`config.mk`:
```
export PLATFORM = sky130hd
export DESIGN_NAME = centroid_tracker
export DESIGN_NICKNAME = d
export VERILOG_FILES = /design/src/rtl/centroid_pkg.sv /design/src/rtl/centroid_tracker_seq_divider.sv /design/src/rtl/centroid_tracker.sv
export SDC_FILE = /design/constraint.sdc
export NUM_CORES = 2
export LEC_CHECK = 0
export ABC_AREA = 1
export CAP_MARGIN = 25
export CORE_MARGIN = 1
export CORE_UTILIZATION = 40
export DETAILED_ROUTE_END_ITERATION = 7
export PLACE_DENSITY = 0.55
export SLEW_MARGIN = 20
export SYNTH_ARGS = -nofsm -noshare
export SYNTH_HDL_FRONTEND = slang
export SYNTH_HIERARCHICAL = 1
export SYNTH_SLANG_ARGS = --single-unit
```
`constraint.sdc`:
```
create_clock -name clk_in -period 5.1 [get_ports clk_in]
set_input_delay 0.765 -clock clk_in [delete_from_list [all_inputs] [get_ports clk_in]]
set_output_delay 0.765 -clock clk_in [all_outputs]
set_load 0.02 [all_outputs]
```
`src/rtl/centroid_pkg.sv`:
```
// centroid_pkg: shared state/quadrant encodings and width helper for centroid_tracker.
package centroid_pkg;
  typedef enum logic [1:0] {IDLE, LOAD, DIVIDE, EMIT} centroid_state_t;
  typedef enum logic [1:0] {TOP = 2'b00, BOTTOM = 2'b01, RIGHT = 2'b10, LEFT = 2'b11} rotate_t;
  function automatic int cnt_width(input int max_pixels);
    return $clog2(max_pixels + 1);
  endfunction
endpackage

```
`src/rtl/centroid_tracker_seq_divider.sv`:
```
// seq_divider: restoring unsigned divider, one quotient bit per cycle; done holds until the next start.
module seq_divider #(
  parameter int WIDTH = 16,
  parameter int Q_W = WIDTH
) (
  input  logic             clk,
  input  logic             rst_n,
  input  logic             start,
  input  logic [WIDTH-1:0] dividend,
  input  logic [WIDTH-1:0] divisor,
  output logic             done,
  output logic [Q_W-1:0]   quotient
);
  localparam int LW = $clog2(WIDTH + 1);
  logic [WIDTH-1:0] dq, rem, dvs, cur_dq, cur_rem, cur_dvs, nrem;
  logic [WIDTH:0] trial;
  logic [LW-1:0] left;
  logic take;
  // the first bit is resolved on the start edge so WIDTH edges yield the full quotient
  always_comb begin
    cur_dq = start ? dividend : dq;
    cur_rem = start ? '0 : rem;
    cur_dvs = start ? divisor : dvs;
    trial = {cur_rem, cur_dq[WIDTH-1]};
    take = trial >= {1'b0, cur_dvs};
    nrem = take ? trial[WIDTH-1:0] - cur_dvs : trial[WIDTH-1:0];
  end
  always_ff @(posedge clk or negedge rst_n)
    if (!rst_n) begin
      dq <= '0;
      rem <= '0;
      dvs <= '0;
      left <= '0;
      done <= 1'b0;
    end else if (start || left != '0) begin
      dq <= {cur_dq[WIDTH-2:0], take};
      rem <= nrem;
      dvs <= cur_dvs;
      left <= start ? LW'(WIDTH - 1) : left - LW'(1);
      done <= start ? WIDTH == 1 : left == LW'(1);
    end
  assign quotient = dq[Q_W-1:0];
endmodule

```
`src/rtl/centroid_tracker.sv`:
```
// centroid_tracker: per-channel centre-of-mass with double-buffered accumulators and ready/valid output.
// Define CENTROID_BBOX_EN to add per-channel min/max bounding-box tracking and outputs.
module centroid_tracker
  import centroid_pkg::*;
#(
  parameter int CHANNELS = 4,
  parameter int X_W = 11,
  parameter int Y_W = 10,
  parameter int MAX_PIXELS = 1024 * 720,
  parameter int MIN_COUNT = 16,
  parameter int FRAME_W = 1280,
  parameter int FRAME_H = 720,
  localparam int CH_W = CHANNELS > 1 ? $clog2(CHANNELS) : 1
) (
  input  logic                clk_in,
  input  logic                rst_n_in,
  input  logic [X_W-1:0]      x_in,
  input  logic [Y_W-1:0]      y_in,
  input  logic [CHANNELS-1:0] mask_in,
  input  logic                valid_in,
  input  logic                tabulate_in,
  output logic [X_W-1:0]      x_out,
  output logic [Y_W-1:0]      y_out,
  output logic [CH_W-1:0]     chan_out,
  output logic                empty_out,
  output logic [1:0]          rotate_out,
  output logic                valid_out,
`ifdef CENTROID_BBOX_EN
  output logic [X_W-1:0]      xmin_out,
  output logic [X_W-1:0]      xmax_out,
  output logic [Y_W-1:0]      ymin_out,
  output logic [Y_W-1:0]      ymax_out,
`endif
  input  logic                ready_in,
  output logic                busy_out,
  output logic                overrun_out
);
  localparam int CNT_W = cnt_width(MAX_PIXELS);
  localparam int XS_W = X_W + CNT_W;
  localparam int YS_W = Y_W + CNT_W;
  localparam int P_W = X_W + Y_W + 32;
  centroid_state_t state;
  logic [XS_W-1:0] xs [CHANNELS], nxs [CHANNELS], sxs [CHANNELS];
  logic [YS_W-1:0] ys [CHANNELS], nys [CHANNELS], sys [CHANNELS];
  logic [CNT_W-1:0] cnt [CHANNELS], ncnt [CHANNELS], scnt [CHANNELS];
  logic [CHANNELS-1:0] hit;
  logic [CH_W-1:0] ch;
  logic tab_ok, start, done_x, done_y, is_empty;
  logic [X_W-1:0] qx;
  logic [Y_W-1:0] qy;
  logic [P_W-1:0] a, b;
  rotate_t rot;
  assign tab_ok = tabulate_in && !busy_out;
  assign start = state == LOAD && scnt[ch] >= CNT_W'(MIN_COUNT);
  // next-live values include the current pixel, so a same-cycle pixel lands in the snapshot
  always_comb begin
    for (int c = 0; c < CHANNELS; c++) begin
      hit[c] = valid_in && mask_in[c] && cnt[c] != CNT_W'(MAX_PIXELS);
      nxs[c] = xs[c] + (hit[c] ? XS_W'(x_in) : '0);
      nys[c] = ys[c] + (hit[c] ? YS_W'(y_in) : '0);
      ncnt[c] = cnt[c] + (hit[c] ? CNT_W'(1) : '0);
    end
  end
  always_ff @(posedge clk_in or negedge rst_n_in)
    if (!rst_n_in) begin
      for (int c = 0; c < CHANNELS; c++) begin
        xs[c] <= '0;
        ys[c] <= '0;
        cnt[c] <= '0;
        sxs[c] <= '0;
        sys[c] <= '0;
        scnt[c] <= '0;
      end
    end else begin
      for (int c = 0; c < CHANNELS; c++) begin
        xs[c] <= tabulate_in ? '0 : nxs[c];
        ys[c] <= tabulate_in ? '0 : nys[c];
        cnt[c] <= tabulate_in ? '0 : ncnt[c];
        sxs[c] <= tab_ok ? nxs[c] : sxs[c];
        sys[c] <= tab_ok ? nys[c] : sys[c];
        scnt[c] <= tab_ok ? ncnt[c] : scnt[c];
      end
    end
  seq_divider #(.WIDTH(XS_W), .Q_W(X_W)) u_div_x (
    .clk(clk_in), .rst_n(rst_n_in), .start(start), .dividend(sxs[ch]),
    .divisor(XS_W'(scnt[ch])), .done(done_x), .quotient(qx)
  );
  seq_divider #(.WIDTH(YS_W), .Q_W(Y_W)) u_div_y (
    .clk(clk_in), .rst_n(rst_n_in), .start(start), .dividend(sys[ch]),
    .divisor(YS_W'(scnt[ch])), .done(done_y), .quotient(qy)
  );
  always_comb begin
    a = P_W'(FRAME_H) * P_W'(qx);
    b = P_W'(FRAME_W) * P_W'(qy);
    rot = (a + b <= P_W'(FRAME_W * FRAME_H)) ? (a > b ? TOP : LEFT) : (a > b ? RIGHT : BOTTOM);
  end
  // outputs are loaded on the first EMIT cycle, then frozen until the handshake
  always_ff @(posedge clk_in or negedge rst_n_in)
    if (!rst_n_in) begin
      state <= IDLE;
      ch <= '0;
      is_empty <= 1'b0;
      busy_out <= 1'b0;
      overrun_out <= 1'b0;
      valid_out <= 1'b0;
      x_out <= '0;
      y_out <= '0;
      chan_out <= '0;
      empty_out <= 1'b0;
      rotate_out <= '0;
    end else begin
      overrun_out <= tabulate_in && busy_out;
      case (state)
        IDLE: if (tabulate_in) begin
          state <= LOAD;
          ch <= '0;
          busy_out <= 1'b1;
        end
        LOAD: begin
          is_empty <= !start;
          state <= start ? DIVIDE : EMIT;
        end
        DIVIDE: if (done_x && done_y) state <= EMIT;
        EMIT: if (!valid_out) begin
          valid_out <= 1'b1;
          x_out <= is_empty ? '0 : qx;
          y_out <= is_empty ? '0 : qy;
          chan_out <= ch;
          empty_out <= is_empty;
          rotate_out <= is_empty ? TOP : rot;
        end else if (ready_in) begin
          valid_out <= 1'b0;
          state <= ch == CH_W'(CHANNELS - 1) ? IDLE : LOAD;
          busy_out <= ch != CH_W'(CHANNELS - 1);
          ch <= ch + CH_W'(1);
        end
      endcase
    end
`ifdef CENTROID_BBOX_EN
  logic [X_W-1:0] xmn [CHANNELS], xmx [CHANNELS], nxmn [CHANNELS], nxmx [CHANNELS], sxmn [CHANNELS], sxmx [CHANNELS];
  logic [Y_W-1:0] ymn [CHANNELS], ymx [CHANNELS], nymn [CHANNELS], nymx [CHANNELS], symn [CHANNELS], symx [CHANNELS];
  always_comb begin
    for (int c = 0; c < CHANNELS; c++) begin
      nxmn[c] = hit[c] && x_in < xmn[c] ? x_in : xmn[c];
      nxmx[c] = hit[c] && x_in > xmx[c] ? x_in : xmx[c];
      nymn[c] = hit[c] && y_in < ymn[c] ? y_in : ymn[c];
      nymx[c] = hit[c] && y_in > ymx[c] ? y_in : ymx[c];
    end
  end
  always_ff @(posedge clk_in or negedge rst_n_in)
    if (!rst_n_in) begin
      for (int c = 0; c < CHANNELS; c++) begin
        xmn[c] <= '1;
        xmx[c] <= '0;
        ymn[c] <= '1;
        ymx[c] <= '0;
        sxmn[c] <= '0;
        sxmx[c] <= '0;
        symn[c] <= '0;
        symx[c] <= '0;
      end
      xmin_out <= '0;
      xmax_out <= '0;
      ymin_out <= '0;
      ymax_out <= '0;
    end else begin
      for (int c = 0; c < CHANNELS; c++) begin
        xmn[c] <= tabulate_in ? '1 : nxmn[c];
        xmx[c] <= tabulate_in ? '0 : nxmx[c];
        ymn[c] <= tabulate_in ? '1 : nymn[c];
        ymx[c] <= tabulate_in ? '0 : nymx[c];
        sxmn[c] <= tab_ok ? nxmn[c] : sxmn[c];
        sxmx[c] <= tab_ok ? nxmx[c] : sxmx[c];
        symn[c] <= tab_ok ? nymn[c] : symn[c];
        symx[c] <= tab_ok ? nymx[c] : symx[c];
      end
      if (state == EMIT && !valid_out) begin
        xmin_out <= is_empty ? '0 : sxmn[ch];
        xmax_out <= is_empty ? '0 : sxmx[ch];
        ymin_out <= is_empty ? '0 : symn[ch];
        ymax_out <= is_empty ? '0 : symx[ch];
      end
    end
`endif
endmodule

```
==> flow_results.org <==
** Power
- Worst voltage drop across the vdd grid :: 0.9870 mV
- Power density over the cells :: 760.6 mW/mm^2
- Leakage :: 0.02873 uW

** Setup path
- In this run the critical register-to-register path is launched from u_div_x/dq[7].
- STA classifies the critical path endpoint as a register.
- Max Fanout on Critical Path :: 5
- Critical path type :: reg2reg
- In this design, the critical path's most frequently occurring cell is sky130_fd_sc_hd__a21oi_1.
- Data arrives at the worst endpoint at 5.35 ns.
- The most critical setup path has its startpoint at u_div_x/dq[7].
- STA classifies the critical path startpoint as a register.
- The largest single stage delay on the critical path is 0.55 ns.
- Cell-by-cell trace of the critical path :: ha_1 > fa_1 > inv_1 > fa_1 > inv_1 > ha_1 > a21oi_1 > o21ai_0 > nor2_1 > o21ai_2 > a21oi_1 > xor2_1 > inv_1 > ha_2 > inv_1 > a21oi_1 > o21ai_0 > a21oi_1 > nand2_1 > a21oi_1 > nand3_1 > nand3_1
- CP max stage cell :: sky130_fd_sc_hd__fa_1
- Data on the critical path is required at its endpoint by 5.71 ns.

** Floorplan
- Starting density of the core :: 40.56%
- The die covers 0.1334 sq mm.
- 59 I/O pins were placed.
- Number of standard-cell rows in the floorplan :: 132
- The region available for standard cell placement spans 0.1301 sq mm.
- Horizontal extent of the die :: 365.3 um
- Die height :: 365.3 um

** Clocking
- Clock buffer count from CTS :: 100
- Buffers from clock root to sink, at most :: 3
- After clock tree synthesis, the flow added hold-fix buffers numbering 0.
- CTS Root Buffer Type :: sky130_fd_sc_hd__clkbuf_16
- Clock Sinks :: 877
- Number of H-tree branching levels :: 3
- Clock slew seen by the registers of the worst setup and hold paths :: 0.06 ns
- TritonCTS built the clock tree.
- The later pin in the worst-skew pair is clocked with a latency of 0.73 ns.

** Layout
- Final standard cell count with taps included and fillers excluded :: 8855
- Ratio of cells with drive above 1 in the final layout :: 6.383%
- Most frequent cells in the layout :: sky130_fd_sc_hd__nand2_1, sky130_fd_sc_hd__nor2_1, sky130_fd_sc_hd__dfrtp_1
- Area growth from synthesis to final layout :: 11.58%
- Final-layout fill cell count :: 13483
- Most frequent standard cell in the layout excluding fill and tap cells :: sky130_fd_sc_hd__nand2_1
- Antenna diode count :: 0
- The final layout contains 7323 nets.
- FF+latch area :: 0.02195 sq mm
- Measured on the finished design, the core utilization comes to 45.25%.
- Area occupied by multi-input gates :: 0.02653 sq mm

** Synthesis
- In this run, synthesis produced a sequential element count of 877.
- Of the post-synthesis cell area, the dominant cell type holds 41.58%.
- For this run, asynchronously set or reset flops after synthesis account for 100.0%.
- Syn. warnings :: 6
- Count of flip-flops with a built-in enable after synthesis :: 0
- Count of different cell masters after synthesis :: 65
- In the post-synthesis netlist, the biggest area contributors are sky130_fd_sc_hd__dfrtp_1, sky130_fd_sc_hd__nand2_1, sky130_fd_sc_hd__nor2_1.
- Biggest area consumer among synthesized cells :: sky130_fd_sc_hd__dfrtp_1
- Post-synthesis cell area :: 0.05278 sq mm
- Dominant register cell in the synthesized netlist :: sky130_fd_sc_hd__dfrtp_1
- Post-Synthesis Mean Instance Area :: 7.521 sq um
- Sequential area share after synthesis :: 41.58%
- Synthesis produced a netlist whose cell count is 7018.

** Routing
- Initial DRC count :: 3705
- Routed wire per std cell :: 18.45 um
- The first detailed-routing pass took 5 iterations.
- In the routed layout, each cell is associated on average with a via count of 5.158.
- Routed Antenna Nets :: 0
- Post-Route WL :: 163300 um
- Via total after detailed routing :: 45675
- After detailed routing, the number of remaining DRC violations is 0.

** Min path
- Worst hold path class :: in2async

** Global route
- The number of global-route vias before repair came to 44883.
- Global routing finished with a remaining overflow of 0.
- Largest net degree at the start of global routing :: 167
- Number of antenna violations at the first check in global routing :: 1
- The first global-routing pass estimated 258600 um of wire.
- Global-route total usage across every layer :: 24.67%

** STA
- Static timing analysis puts the maximum clock frequency at 211.0 MHz.
- For the pin with the worst max-slew slack, the measured transition is 0.9283 ns.
- The worst pin sits at a relative slew slack of 38.11%.
- Clock skew on the completed layout was measured at 0.05807 ns.
- Final clock period utilization by the worst path :: 92.91%
- Number of slew-limit violations in the final report :: 0
- Final-report hold violation count :: 0
- Number of endpoints failing setup at the final stage :: 0
- Crit path time final :: 4.738 ns

** Placed design
- After detailed placement, the design holds a cell count of 8669.
- IO buf count :: 58
- Post-detail-place hpwl :: 120800 um
- Gpl congestion :: 0.9392

** Run status
- The run finished with clean final reports.

** Flow run
- Max-cap violations in this run came to 0.
critical path, delay by kind of cell, from the launching register on:
family	cells	cell delay (ns)
adders and majority gates	5	2.15
AOI/OAI and AO/OA	8	1.11
and+or+nand+nor	4	0.47
DFF	1	0.42
buffers and inverters	4	0.30
xor gates and xnor gates	1	0.21
state kept, by name (all words and copies together) (netlist names), 2 cells and up:
register and count:
u_div_y/left 5, xs 124, u_div_y/rem 30, u_div_x/dq 31, sys 120, x_out 11, ch 2, u_div_x/dvs 31
u_div_y/dvs 30, u_div_y/dq 30, ys 120, chan_out 2, rotate_out 2, state 2, u_div_x/rem 31, u_div_x/left 5
y_out 10, cnt 80, scnt 80, sxs 124
cell usage after synthesis, types with 5 or more instances:
cell type,number
sky130_fd_sc_hd__a21o_1,18
sky130_fd_sc_hd__a21oi_1,209
sky130_fd_sc_hd__a22o_1,16
sky130_fd_sc_hd__a22oi_1,28
sky130_fd_sc_hd__a31oi_1,11
sky130_fd_sc_hd__and2_1,13
sky130_fd_sc_hd__and3_1,5
sky130_fd_sc_hd__buf_1,6
sky130_fd_sc_hd__buf_2,77
sky130_fd_sc_hd__buf_4,24
sky130_fd_sc_hd__clkbuf_1,156
sky130_fd_sc_hd__dfrtp_1,877
sky130_fd_sc_hd__fa_1,26
sky130_fd_sc_hd__ha_1,237
sky130_fd_sc_hd__inv_1,820
sky130_fd_sc_hd__inv_2,13
sky130_fd_sc_hd__nand2_1,1681
sky130_fd_sc_hd__nand2_2,18
sky130_fd_sc_hd__nand3_1,357
sky130_fd_sc_hd__nand3_2,16
sky130_fd_sc_hd__nand3b_1,29
sky130_fd_sc_hd__nand4_1,126
sky130_fd_sc_hd__nor2_1,896
sky130_fd_sc_hd__nor2_2,15
sky130_fd_sc_hd__nor3_1,115
sky130_fd_sc_hd__nor3_2,10
sky130_fd_sc_hd__nor3b_1,7
sky130_fd_sc_hd__nor4_1,35
sky130_fd_sc_hd__o211ai_2,9
sky130_fd_sc_hd__o21ai_0,623
sky130_fd_sc_hd__o21ai_1,50
sky130_fd_sc_hd__o21ai_2,17
sky130_fd_sc_hd__o21bai_1,17
sky130_fd_sc_hd__o22ai_1,67
sky130_fd_sc_hd__or2_2,56
sky130_fd_sc_hd__xnor2_1,107
sky130_fd_sc_hd__xor2_1,170
layer usage:
metal / global-route usage, % / up-vias / part of all wire, %
met5: 0 / - / 0
met4: 6.202 / 0 / 2.4
met3: 2.493 / 199 / 4.0
met2: 39.98 / 916 / 46
met1: 35.15 / 21953 / 48
li1: - / 22607 / -
cells by family (layout without fill, tap and decap cells):
group / Yosys count / after routing / share of synthesized area, %
buffers and inverters: 1107 / 1182 / 8.351
AOI/OAI and AO/OA: 1095 / 1095 / 11.45
muxes: 1 / 1 / 0.01897
DFF: 877 / 877 / 41.58
adders and majority gates: 263 / 263 / 6.604
other: 1 / 21 / 0.007105
and+or+nand+nor: 3397 / 3397 / 27.39
xor gates and xnor gates: 277 / 277 / 4.597
stage by stage:
step / area, sq um / hold WS [ns] / setup TNS, ns / total power [uW] / worst slack (ns)
finish: 58900 / 0.01674 / 0 / 44800 / 0.3617
global route: 58900 / 0.03031 / -0.01191 / 49290 / -0.01191
CTS: 58870 / 0.02316 / 0 / 45040 / 0.1864
detailed placement: 55430 / 0.4553 / 0 / 37240 / 0.1897
global placement: 55410 / 0.4497 / 0 / 37510 / 0.2499
floorplan: 52860 / 0.4367 / 0 / 29370 / 0.7077
final cells by class:
type                            instances  share of cell area [%]
Multi-Input combinational cell       5054                   45.05
Sequential cell                       877                   37.28
Inverter                              838                   5.366
Timing Repair Buffer                  159                   2.758
Tap cell                             1742                   3.701
Clock buffer                          150                   4.961
Clock inverter                         35                  0.8859
power by group:
group	leakage [uW]	switching (uW)	internal [uW]	total, uW
Combinational	0.0154	18300	9480	27700
Clock	0.00167	3130	4430	7570
Sequential	0.0117	962	8520	9490
path summary, 6_finish.rpt:
kind,to,slack (ns),depth (start not counted)
worst max-delay path,rotate_out[1],0.36,22
worst min-delay path,u_div_y/dvs[21],0.02,1
worst max register to register,rotate_out[1],0.36,22
worst min register to register,u_div_y/dvs[0],0.47,2
max in group asynchronous,ys[92],3.84,2
min in group clk_in,u_div_y/dvs[0],0.47,2
timing repair:
item,in CTS,in global routing
gates resized for setup,0,5
endpoints found under the setup margin,0,2
hold endpoints to repair,0,0
setup buffers,0,1
Power figures use the tool's default switching activity.
